`config.mk`:
```
export PLATFORM = sky130hd
export DESIGN_NAME = mult_acc_pipe
export DESIGN_NICKNAME = d
export VERILOG_FILES = /design/src/rtl/mult_acc_pkg.sv /design/src/rtl/mult_pipe_core.sv /design/src/rtl/mult_acc_pipe.sv
export SDC_FILE = /design/constraint.sdc
export NUM_CORES = 1
export LEC_CHECK = 0
export ABC_AREA = 1
export CAP_MARGIN = 20
export CORE_MARGIN = 10
export CORE_UTILIZATION = 33
export DETAILED_ROUTE_END_ITERATION = 8
export PLACE_DENSITY_LB_ADDON = 0.25
export SKIP_LAST_GASP = 1
export SLEW_MARGIN = 20
export SYNTH_ARGS = -nofsm -noshare
export SYNTH_HDL_FRONTEND = slang
export SYNTH_SLANG_ARGS = --single-unit
```
`constraint.sdc`:
```
create_clock -name clk -period 5.1 [get_ports clk]
set_input_delay 0.51 -clock clk [delete_from_list [all_inputs] [get_ports clk]]
set_output_delay 0.51 -clock clk [all_outputs]
set_load 0.005 [all_outputs]
```
`src/rtl/mult_acc_pkg.sv`:
```
// Shared widths, control sideband and helpers for the pipelined multiplier-accumulator.
package mult_acc_pkg;

  typedef struct packed {
    logic vld;
    logic sgn;
    logic acc_en;
    logic acc_clr;
  } ctl_t;

  function automatic int p_width(input int wa, input int wb);
    return wa + wb;
  endfunction

  function automatic int dout_width(input int wa, input int wb, input int guard);
    return wa + wb + guard;
  endfunction

  function automatic bit params_ok(input int wa, input int wb, input int ps, input int guard);
    return (wa >= 2) && (wa <= 18) && (wb >= 2) && (wb <= 18) &&
           (ps >= 0) && (ps <= 3) && (guard >= 0);
  endfunction

  // Fill bit when widening an operand: copies the MSB only for two's complement beats.
  function automatic logic ext_fill(input logic sgn, input logic msb);
    return sgn & msb;
  endfunction

endpackage

```
`src/rtl/mult_pipe_core.sv`:
```
// Input register, inferred signed product and PIPE_STAGES delay line with control sideband.
module mult_pipe_core
  import mult_acc_pkg::*;
#(
  parameter int WIDTH_A     = 12,
  parameter int WIDTH_B     = 12,
  parameter int PIPE_STAGES = 1,
  localparam int P_W        = p_width(WIDTH_A, WIDTH_B)
) (
  input  logic               i_clk,
  input  logic               i_rst,
  input  logic               i_ce,
  input  logic               i_valid,
  input  logic [WIDTH_A-1:0] i_a,
  input  logic [WIDTH_B-1:0] i_b,
  input  logic               i_sgn,
  input  logic               i_acc_en,
  input  logic               i_acc_clr,
  output logic [P_W-1:0]     o_prod,
  output ctl_t               o_ctl
);

  logic [WIDTH_A-1:0]      r_a;
  logic [WIDTH_B-1:0]      r_b;
  ctl_t                    r_ctl0;
  logic signed [WIDTH_A:0] w_ea;
  logic signed [WIDTH_B:0] w_eb;
  logic signed [P_W-1:0]   w_prod;

  always_ff @(posedge i_clk or posedge i_rst) begin
    if (i_rst) begin
      r_a    <= '0;
      r_b    <= '0;
      r_ctl0 <= '0;
    end else if (i_ce) begin
      r_a    <= i_a;
      r_b    <= i_b;
      r_ctl0 <= '{vld: i_valid, sgn: i_sgn, acc_en: i_acc_en, acc_clr: i_acc_clr};
    end
  end

  // One extra bit per operand makes unsigned values positive, so a single signed
  // multiply covers both modes; the low P_W bits hold every reachable product.
  assign w_ea   = {ext_fill(r_ctl0.sgn, r_a[WIDTH_A-1]), r_a};
  assign w_eb   = {ext_fill(r_ctl0.sgn, r_b[WIDTH_B-1]), r_b};
  assign w_prod = w_ea * w_eb;

  logic [P_W-1:0] w_prod_chain [0:PIPE_STAGES];
  ctl_t           w_ctl_chain  [0:PIPE_STAGES];

  assign w_prod_chain[0] = w_prod;
  assign w_ctl_chain[0]  = r_ctl0;

  for (genvar i = 0; i < PIPE_STAGES; i++) begin : g_stage
    logic [P_W-1:0] r_prod;
    ctl_t           r_ctl;

    always_ff @(posedge i_clk or posedge i_rst) begin
      if (i_rst) begin
        r_prod <= '0;
        r_ctl  <= '0;
      end else if (i_ce) begin
        r_prod <= w_prod_chain[i];
        r_ctl  <= w_ctl_chain[i];
      end
    end

    assign w_prod_chain[i+1] = r_prod;
    assign w_ctl_chain[i+1]  = r_ctl;
  end

  assign o_prod = w_prod_chain[PIPE_STAGES];
  assign o_ctl  = w_ctl_chain[PIPE_STAGES];

endmodule

```
`src/rtl/mult_acc_pipe.sv`:
```
// Pipelined multiplier-accumulator: product pipe plus the output/accumulator register
// with sticky overflow.
module mult_acc_pipe
  import mult_acc_pkg::*;
#(
  parameter int WIDTH_A     = 12,
  parameter int WIDTH_B     = 12,
  parameter int PIPE_STAGES = 1,
  parameter int ACC_GUARD   = 4,
  localparam int P_W        = p_width(WIDTH_A, WIDTH_B),
  localparam int DOUT_W     = dout_width(WIDTH_A, WIDTH_B, ACC_GUARD)
) (
  input  logic               clk,
  input  logic               reset,
  input  logic               ce,
  input  logic               in_valid,
  input  logic [WIDTH_A-1:0] a,
  input  logic [WIDTH_B-1:0] b,
  input  logic               signed_mode,
  input  logic               acc_en,
  input  logic               acc_clr,
  output logic               out_valid,
  output logic [DOUT_W-1:0]  dout,
  output logic               ovf
);

  if (!params_ok(WIDTH_A, WIDTH_B, PIPE_STAGES, ACC_GUARD)) begin : g_bad_params
    $error("mult_acc_pipe: parameter out of range");
  end

  logic [P_W-1:0]    w_prod;
  ctl_t              w_ctl;
  logic [DOUT_W-1:0] w_ext;
  logic [DOUT_W:0]   w_sum;
  logic              w_ovf_s;
  logic              w_ovf_u;

  logic              r_vld;
  logic [DOUT_W-1:0] r_dout;
  logic              r_ovf;

  mult_pipe_core #(
    .WIDTH_A    (WIDTH_A),
    .WIDTH_B    (WIDTH_B),
    .PIPE_STAGES(PIPE_STAGES)
  ) u_core (
    .i_clk    (clk),
    .i_rst    (reset),
    .i_ce     (ce),
    .i_valid  (in_valid),
    .i_a      (a),
    .i_b      (b),
    .i_sgn    (signed_mode),
    .i_acc_en (acc_en),
    .i_acc_clr(acc_clr),
    .o_prod   (w_prod),
    .o_ctl    (w_ctl)
  );

  always_comb begin
    w_ext   = w_ctl.sgn ? DOUT_W'($signed(w_prod)) : DOUT_W'(w_prod);
    w_sum   = {1'b0, r_dout} + {1'b0, w_ext};
    // Signed overflow: both addends share a sign that the wrapped sum does not.
    w_ovf_s = (r_dout[DOUT_W-1] == w_ext[DOUT_W-1]) &&
              (w_sum[DOUT_W-1] != r_dout[DOUT_W-1]);
    w_ovf_u = w_sum[DOUT_W];
  end

  always_ff @(posedge clk or posedge reset) begin
    if (reset) begin
      r_vld  <= 1'b0;
      r_dout <= '0;
      r_ovf  <= 1'b0;
    end else if (ce) begin
      r_vld <= w_ctl.vld;
      if (w_ctl.vld) begin
        if (!w_ctl.acc_en) begin
          r_dout <= w_ext;
        end else if (w_ctl.acc_clr) begin
          r_dout <= w_ext;
          r_ovf  <= 1'b0;
        end else begin
          r_dout <= w_sum[DOUT_W-1:0];
          if (w_ctl.sgn ? w_ovf_s : w_ovf_u) r_ovf <= 1'b1;
        end
      end
    end
  end

  assign out_valid = r_vld;
  assign dout      = r_dout;
  assign ovf       = r_ovf;

endmodule

```
# After elaboration in Yosys (flattened, before gate mapping)
# Index checks and enable logic that the tools add are counted.
# op_classes
reduce_logical	4
n_div	0
n_mux	6
multipliers	1
shifts	0
magnitude_cmp	0
n_eq_ne	2
add_sub_neg	1
n_bitwise	2
# ops
cell	count
$mux W28	3
$add A28 B28 Y29	1
$mul A13 B13 Y24	1
$reduce_and A4 Y1	1
$mux W1	3
$and A1 B1 Y1	2
$reduce_and A2 Y1	1
$reduce_bool A2 Y1	1
$eq A1 B1 Y1	1
$logic_and A1 B1 Y1	1
$ne A1 B1 Y1	1
# word_totals
in_bits	31
rom_bits	0
elab_cells	30
mem_bits_rw	0
n_memories	0
register_bits	86
latchBits	0
out_inout_bits	30

# Longest topological paths before layout
# Gate-level depths: netlist of the first run.
# depth
word_depth	7
mapped_depth	28
mapped_depth_nobuf	28

# Modules after synthesis
# A second synthesis of the first run with hierarchy kept.
# unflattened
hier_cells	1548
area_unflattened_um2	11659.9
# modules_own_cells
mod	seq_area_each_um2	area_per_inst_um2	cells_each	instances
mult_pipe_core	1401.3	8431.8	1066	1
mult_acc_pipe	750.7	3228.1	482	1

# Worst setup path before layout of the first run
# OpenSTA, ideal clock, no wires.
# synth_timing
kind	register to register
startpoint	register u_core.r_a[11]
endpoint	register u_core.g_stage[0].r_prod[17], in the netlist u_core.o_prod[17]
path_buffers	1
synth_period_minus_slack_ps	5222
setup_slack_ps	-122
setup_ps	134
arrival_time_ps	5088
required_time_ps	4966
path_stages_with_launch	22
path_cell_list	dfrtp_1 -> clkbuf_1 -> nand2_1 -> inv_1 -> fa_1 -> inv_1 -> fa_1 -> inv_1 -> fa_1 -> fa_1 -> fa_1 -> inv_1 -> fa_1 -> inv_1 -> ha_1 -> a21oi_1 -> o21ai_0 -> nand2_1 -> nand3_1 -> or2_2 -> nand3_1 -> o21ai_0
# synth_via
elab_chain_len	2
# synth_lines
element	line	text
start, declared	mult_pipe_core.sv:23	logic [WIDTH_A-1:0] r_a;
start signal, assigned	mult_pipe_core.sv:36	r_a <= i_a;
$and A1 B1 Y1	mult_acc_pkg.sv:26	return sgn & msb;
$mul A13 B13 Y24 (*)	mult_pipe_core.sv:46	assign w_prod = w_ea * w_eb;
end signal, assigned	mult_pipe_core.sv:63	r_prod <= w_prod_chain[i];
end, declared	mult_pipe_core.sv:55	logic [P_W-1:0] r_prod;
# Every way passes the cells marked *; elsewhere a longest branch is shown, timed or not.
# A chain may end at the register's enable or synchronous reset.

# Final worst setup path of the first run
# layout_timing
startpoint	register u_core.r_ctl0[2] (netlist name)
endpoint	register u_core.g_stage[0].r_prod[22], in the netlist u_core.o_prod[22]
# layout_via
elab_chain_len	2
elab_cells_between_ends	3
cone_classes	mul: 1; bitwise: 2
# layout_lines
element	line	text
start, declared	mult_pipe_core.sv:25	ctl_t r_ctl0;
start signal, assigned	mult_pipe_core.sv:38	r_ctl0 <= '{vld: i_valid, sgn: i_sgn, acc_en: i_acc_en, acc_clr: i_acc_clr};
$and A1 B1 Y1	mult_acc_pkg.sv:26	
$mul A13 B13 Y24 (*)	mult_pipe_core.sv:46	
# Marks and branches as above.

==> results of run 1 <==
[layout make-up]
type / count / area [sq um]
fillers: 3529 / 20000
multi-input cells: 1088 / 8480
flip-flops and latches: 86 / 2160
repair buffers: 207 / 1730
inverters: 325 / 1220
well taps: 455 / 569
clock buffers: 9 / 225
clock inverters: 7 / 90.1
[power breakdown]
group	leakage, uW	switching (uW)	total (uW)	internal, uW
combinational	0.00657	4910	9250	4330
sequential	0.00105	229	1140	915
clock	0.000147	352	743	392
[kinds of logic after synthesis]
logic type,share of synthesized area (%)
adders and majority gates,36.5
AOI/OAI and AO/OA,8.48
buffers and inverters,12.2
and+or+nand+nor,22.5
DFF,18.7
xor gates and xnor gates,1.60
[critical path, cell delays in order, from the launching register on]
cell,delay [ps]
dfrtp_2,470
nand2_8,110
nor2_4,90
inv_1,60
fa_1,570
fa_2,500
buf_6,150
fa_1,470
inv_1,50
fa_1,530
inv_1,50
fa_1,510
inv_2,50
ha_4,210
ha_4,280
nand2_4,70
nor4_4,230
buf_4,160
nand4_1,190
nand3_1,130
nand2_1,60
nand3_1,60
o21ai_1,60
[stage by stage]
step	power, uW	worst slack [ps]	setup TNS, ps	hold WS [ps]	area [sq um]
detailed placement	8660	-581	-2280	460	13500
global route	12300	-296	-2550	502	14500
floorplan	5780	22.9	0	442	11500
global placement	8630	-529	-1570	455	13500
CTS	10900	-146	-464	479	14300
finish	11100	-90.3	-258	475	14500
[metal layers]
metal	share of wire (%)	up-vias	wire length, um
met3	3.2	37	1100
met2	50	168	17000
met4	1.8	0	621
met1	45	4969	15200
met5	0	-	0
li1	-	5035	-
[what timing repair did]
| action | 4_1_cts | 5_1_grt |
|---|---|---|
| setup endpoints to repair | 12 | 15 |
| pin swaps | 49 | 13 |
| endpoints found under the hold margin | 0 | 0 |
| setup buffers | 9 | 2 |
| gates resized for setup | 87 | 31 |
[registers in the layout (all words and copies together) (netlist names)]
signal / cells
u_core.r_a: 12
ovf: 1
u_core.r_ctl0: 4
u_core.o_ctl: 4
u_core.r_b: 12
u_core.o_prod: 24
dout: 28
out_valid: 1
[Yosys cell counts (2+ instances only)]
| cell type | n |
|---|---|
| a31oi_1 | 4 |
| inv_1 | 324 |
| a31o_2 | 2 |
| nor2_1 | 94 |
| nor3_1 | 12 |
| ha_1 | 90 |
| o21bai_1 | 3 |
| nor4_1 | 2 |
| nand3_1 | 53 |
| a21o_1 | 6 |
| nand3b_1 | 2 |
| buf_2 | 2 |
| o21a_1 | 4 |
| nand2_2 | 2 |
| dfrtp_1 | 86 |
| xor2_1 | 14 |
| fa_1 | 153 |
| a21oi_1 | 69 |
| nand4_1 | 15 |
| xnor2_1 | 7 |
| nand2_1 | 451 |
| clkbuf_1 | 43 |
| or2_2 | 6 |
| and2_1 | 4 |
| o211ai_1 | 7 |
| o21ai_0 | 81 |
[how the worst min path moves through the flow]
stage,endpoint,slack [ps],cells after the start
final,u_core.r_ctl0[1],470,2
after global routing,u_core.r_ctl0[1],500,2
after CTS,u_core.r_ctl0[1],480,2
after detailed placement,u_core.r_ctl0[1],460,2
after global placement,out_valid,450,2
after floorplan,u_core.o_ctl[3],440,2
==> metrics.txt, run 1 <==
Post-synth ARST share=100%; most common cell after layout, fill and taps aside=nand2_1; failing checks=setup timing; Post-CTS Hold Fix Bufs=0; Pleak=between 0.007 and 0.008 uW; Post-DP HPWL=between 20000 and 30000 um; share of the synthesized area in the top cell type=a little over a quarter; sequential fraction of the synthesis area=about a fifth; register bit total from synthesis=86; DRC errors left=0; Inst Count DP=~2.2k; setup violators final=7; FMAX=between 150 and 200 MHz; latest clock arrival within the worst-skew pair=380 ps; synth warn=0; GR Util met2=about 28%; run status=finished, violations left; Post-Layout Cell Count=~2.2k; number of global-route vias before repair=10.3k; final hold violation count=0; type of origin of the critical path=flip-flop; CP endpoint kind=flip-flop; worst-case reg-to-reg path depth=22; syn_nets=1819; GR Layer Usage met1=a little over a fifth; Final Skew=just over 9 ps; mean post-synth cell area=between 7 and 8 sq um; Tmin final=about 5200 ps; initial DRC count=between 500 and 600; Synth area leaders=fa_1 (27%), dfrtp_1 (19%), nand2_1 (15%); Inserted Diodes=0; Final Cycle Share=102%; Arr. time, crit path=5450 ps; final wirelength=~34000 um; TritonCTS buffer count=9; final slew viol count=0; largest net degree at the start of global routing=between 40 and 50; clk root buf=clkbuf_16; Post-Syn Area=about 11000 sq um; Layout Utilization=42.0%; vias per cell=4.69; crit path launch=u_core.r_ctl0[2]; CTS sink count=between 80 and 90; die height=roughly 210 um; H-tree depth=3; Yosys top cell by area=fa_1; VDD IR max=about 0.64 mV; slew margin rel.=a little over 50%; Post-synth EDFFs=0; HP Class=reg -> reg; grt peak-use layer=met2; WS Path Type=reg -> reg; die area=42700 sq um; gr usage total=between 10% and 20%; total of max-cap violations=0; via count=just over 10k; DRT antenna net count=0; routed len/inst=15.6 um; measured slew at the worst slew-check pin=732 ps; total gr overflow=0; first-pass GRT wire length=roughly 55000 um; # IOs=61; peak fanout along the critical path=8; Final Worst Setup Slack=-90.3 ps; hold_sp=u_core.r_ctl0[1]; input/output buffers=60; CTS tree=built; Post-Synthesis Cells=1545; First-pass DRT Iterations=5; initial antenna violation count=0; final-stage net count=~2k; most frequent cells in the layout=nand2_1 (438), inv_1 (315), fa_1 (143); initial core utilization=between 30% and 40%; FF-to-FF Start=u_core.r_ctl0[2]; met3 Usage GRT=between 1 and 1.5%; Critical Path End=u_core.o_prod[22]; site row count=approximately 70; P per Cell Area=roughly 770 nW/um^2; clk slew on worst S/H paths=around 80 ps; reg2reg end=u_core.o_prod[22]; post-synth cell types=35; Main synth FF type=dfrtp_1; share of cells above drive strength 1=about 16%; r2r setup slk=-90 ps; Critical Path RT=between 5000 and 6000 ps; RePlAce Congestion=about 0.9; RSZ-0062 raised after global routing=true; Max Buffers Root-to-Sink=2; core footprint=around 34000 sq um; die width=a little over 200 um; Layout area overhead=25.9%
No activity file was read; power rests on OpenSTA's default activity.
==> run 2, diff against run 1 <==
- CORE_MARGIN: 10 -> 2
- GPL_TIMING_DRIVEN: unset -> 0
==> run 2 against run 1 <==
  * The run still ends with setup timing left
  * Final area shrank 2.9%
  * Worst hold slack improved by 3.6 ps
  * Sequential share of layout area up 0.51 points
  * Fmax decreased by 1.7%
  * Die area decreased by 15%
  * First-iteration DRC count rose by 16%
  * Global-route usage is 4.4 points higher
  * Wire length grew 5.8%
  * Register-to-register slack worse by 90 ps
==> metrics.txt, run 2 (synthesized netlist as in run 1, its figures left out) <==
die height=191 um (was 207 um); site row count=68 (unchanged); share of cells above drive strength 1=11.7% (was 15.6%); Pwr Total=10600 uW (was 11100 uW); Pleak=0.00738 uW (was 0.00777 uW); internal power=5040 uW (was 5640 uW); Inst Count DP=2061 (was 2150); P per Cell Area=751 nW/um^2 (was 769 nW/um^2); Fillers=3614 (was 3529); final-stage net count=1922 (was 1991); Final Skew=14.0 ps (was 9.10 ps); Clk pwr share=6.8% (was 6.7%); WS Path Type=reg -> reg (unchanged); core footprint=34500 sq um (unchanged); Final Worst Setup Slack=-180 ps (was -90.3 ps); input/output buffers=60 (unchanged); clk root buf=clkbuf_16 (unchanged); first-pass GRT wire length=56800 um (was 54800 um); initial DRC count=653 (was 561); area of the multi-input gates=8540 sq um (was 8480 sq um); most common cell after layout, fill and taps aside=nand2_1 (unchanged); Arr. time, crit path=5540 ps (was 5450 ps); TritonCTS buffer count=9 (unchanged); CP endpoint kind=flip-flop (unchanged); final wirelength=35900 um (was 33900 um); Tmin final=5280 ps (was 5190 ps); Reg area=2170 sq um (was 2160 sq um); Layout area overhead=22.3% (was 25.9%); type of origin of the critical path=flip-flop (unchanged); DRC errors left=0 (unchanged); RePlAce Congestion=0.911 (was 0.903); First-pass DRT Iterations=6 (was 5); HP Class=in -> async (was reg -> reg); Comb pwr share=82.3% (was 83.0%); via count=10.3k (was 10.2k); Post-Layout Cell Count=2108 (was 2177); peak fanout along the critical path=6 (was 8); vias per cell=4.89 (was 4.69); die area=36300 sq um (was 42700 sq um); total gr overflow=0 (unchanged); H-tree depth=3 (unchanged); max reg flops=28 (unchanged); slew margin rel.=34.6% (was 51.2%); Post-DP HPWL=28800 um (was 28100 um); RSZ-0062 raised after global routing=true (unchanged); die width=191 um (was 207 um); worst-case reg-to-reg path depth=23 (was 22); Inserted Diodes=0 (unchanged); CTS tree=built (unchanged); number of global-route vias before repair=10.4k (was 10.3k); Sw Share=52.3% (was 49.3%); DRT antenna net count=0 (unchanged); FMAX=189 MHz (was 193 MHz); CTS sink count=86 (unchanged); # IOs=61 (unchanged); NetSw=5510 uW (was 5490 uW); largest net degree at the start of global routing=61 (was 47); Post-CTS Hold Fix Bufs=0 (unchanged); final slew viol count=0 (unchanged); routed len/inst=17.0 um (was 15.6 um); VDD IR max=0.548 mV (was 0.644 mV); clk slew on worst S/H paths=90 ps (was 80 ps); Place WS=-909 ps (was -581 ps); initial antenna violation count=0 (unchanged); initial core utilization=33.4% (unchanged); failing checks=setup timing (unchanged); Layout Utilization=40.8% (was 42.0%); final hold violation count=0 (unchanged); total of max-cap violations=0 (unchanged); Critical Path RT=5360 ps (about the same); Max Buffers Root-to-Sink=2 (unchanged); gr usage total=20.6% (was 16.2%); sequential share of power=11.0% (was 10.3%); latest clock arrival within the worst-skew pair=380 ps (about the same); Final Cycle Share=104% (was 102%); run status=finished, violations left (unchanged); most frequent cells in the layout=nand2_1 (437), inv_1 (312), fa_1 (146) (was nand2_1 (438), inv_1 (315), fa_1 (143)); setup violators final=10 (was 7); measured slew at the worst slew-check pin=981 ps (was 732 ps)
[run 2: cell count changes in the layout (fill, tap and decap cells not counted), sizes merged]
| cell | change |
|---|---|
| clkinvlp | -1 |
| buf | -111 |
| bufinv | -1 |
| nand2 | +1 |
| inv | +2 |
| clkbuf | +40 |
| clkdlybuf4s50 | +1 |
[run 2: cell type report]
| class | count | share of cell area (%) |
|---|---|---|
| multi-input cells | 1089 | 60.8 |
| clock buffers | 9 | 1.60 |
| plain buffers | 46 | 2.71 |
| flip-flops and latches | 86 | 15.4 |
| well taps | 455 | 4.05 |
| repair buffers | 91 | 6.19 |
| inverters | 325 | 8.73 |
| clock inverters | 7 | 0.516 |
[run 2: per-layer routing]
layer | track usage [%] | share of wire, %
met1 | 27.7 | 45
met2 | 34.0 | 47
met3 | 2.08 | 4.1
met4 | 8.35 | 3.1
met5 | 0 | 0
[run 2: what timing repair did]
| item | 4_1_cts | 5_1_grt |
|---|---|---|
| setup endpoints to repair | 15 | 15 |
| setup buffers | 27 | 3 |
| pin swaps | 43 | 27 |
| resized for setup | 134 | 54 |
| gates cloned | 1 | 0 |
[run 2: path summary, 6_finish.rpt]
| kind | startpoint | endpoint | slack (ps) |
|---|---|---|---|
| setup / recovery | u_core.r_b[2] | u_core.o_prod[23] | -180 |
| hold / removal | reset | u_core.r_ctl0[1] | 480 |
| setup reg to reg | u_core.r_b[2] | u_core.o_prod[23] | -180 |
| max in group asynchronous | reset | u_core.r_a[8] | 3970 |
| hold reg to reg | u_core.r_ctl0[0] | u_core.r_ctl0[0] | 480 |
| min in group clk | u_core.r_ctl0[0] | u_core.r_ctl0[0] | 480 |
[run 2: critical path, cell delays in order, from the launching register on]
cell and delay (ps):
dfrtp_2 460, clkbuf_16 180, nand2_2 60, inv_2 30, fa_1 510, inv_2 40
fa_1 560, inv_2 40, fa_1 520, fa_1 440, fa_1 510, inv_2 40
fa_1 510, inv_2 40, ha_4 320, nand2_4 80, nor2_2 130, nand2_1 110
nor3_2 230, nor2_4 80, inv_1 60, nand2_1 50, nand3_2 90, nand2_1 60
[run 2: power by group through the flow]
stage | Combinational [uW] | Clock [uW] | Sequential [uW]
after floorplan | 4710 | 0 | 1080
after global placement | 6380 | 0 | 1160
after detailed placement | 6420 | 0 | 1170
after CTS | 7940 | 731 | 1150
after global routing | 9640 | 760 | 1180
final | 8680 | 716 | 1160
[run 2: metrics by stage]
step | cell area (sq um) | TNS [ps] | hold WS [ps]
floorplan | 11500 | 0 | 442
global placement | 12700 | -8210 | 458
global route | 14100 | -2800 | 509
detailed placement | 12700 | -8480 | 463
finish | 14100 | -779 | 478
CTS | 13800 | -1030 | 482
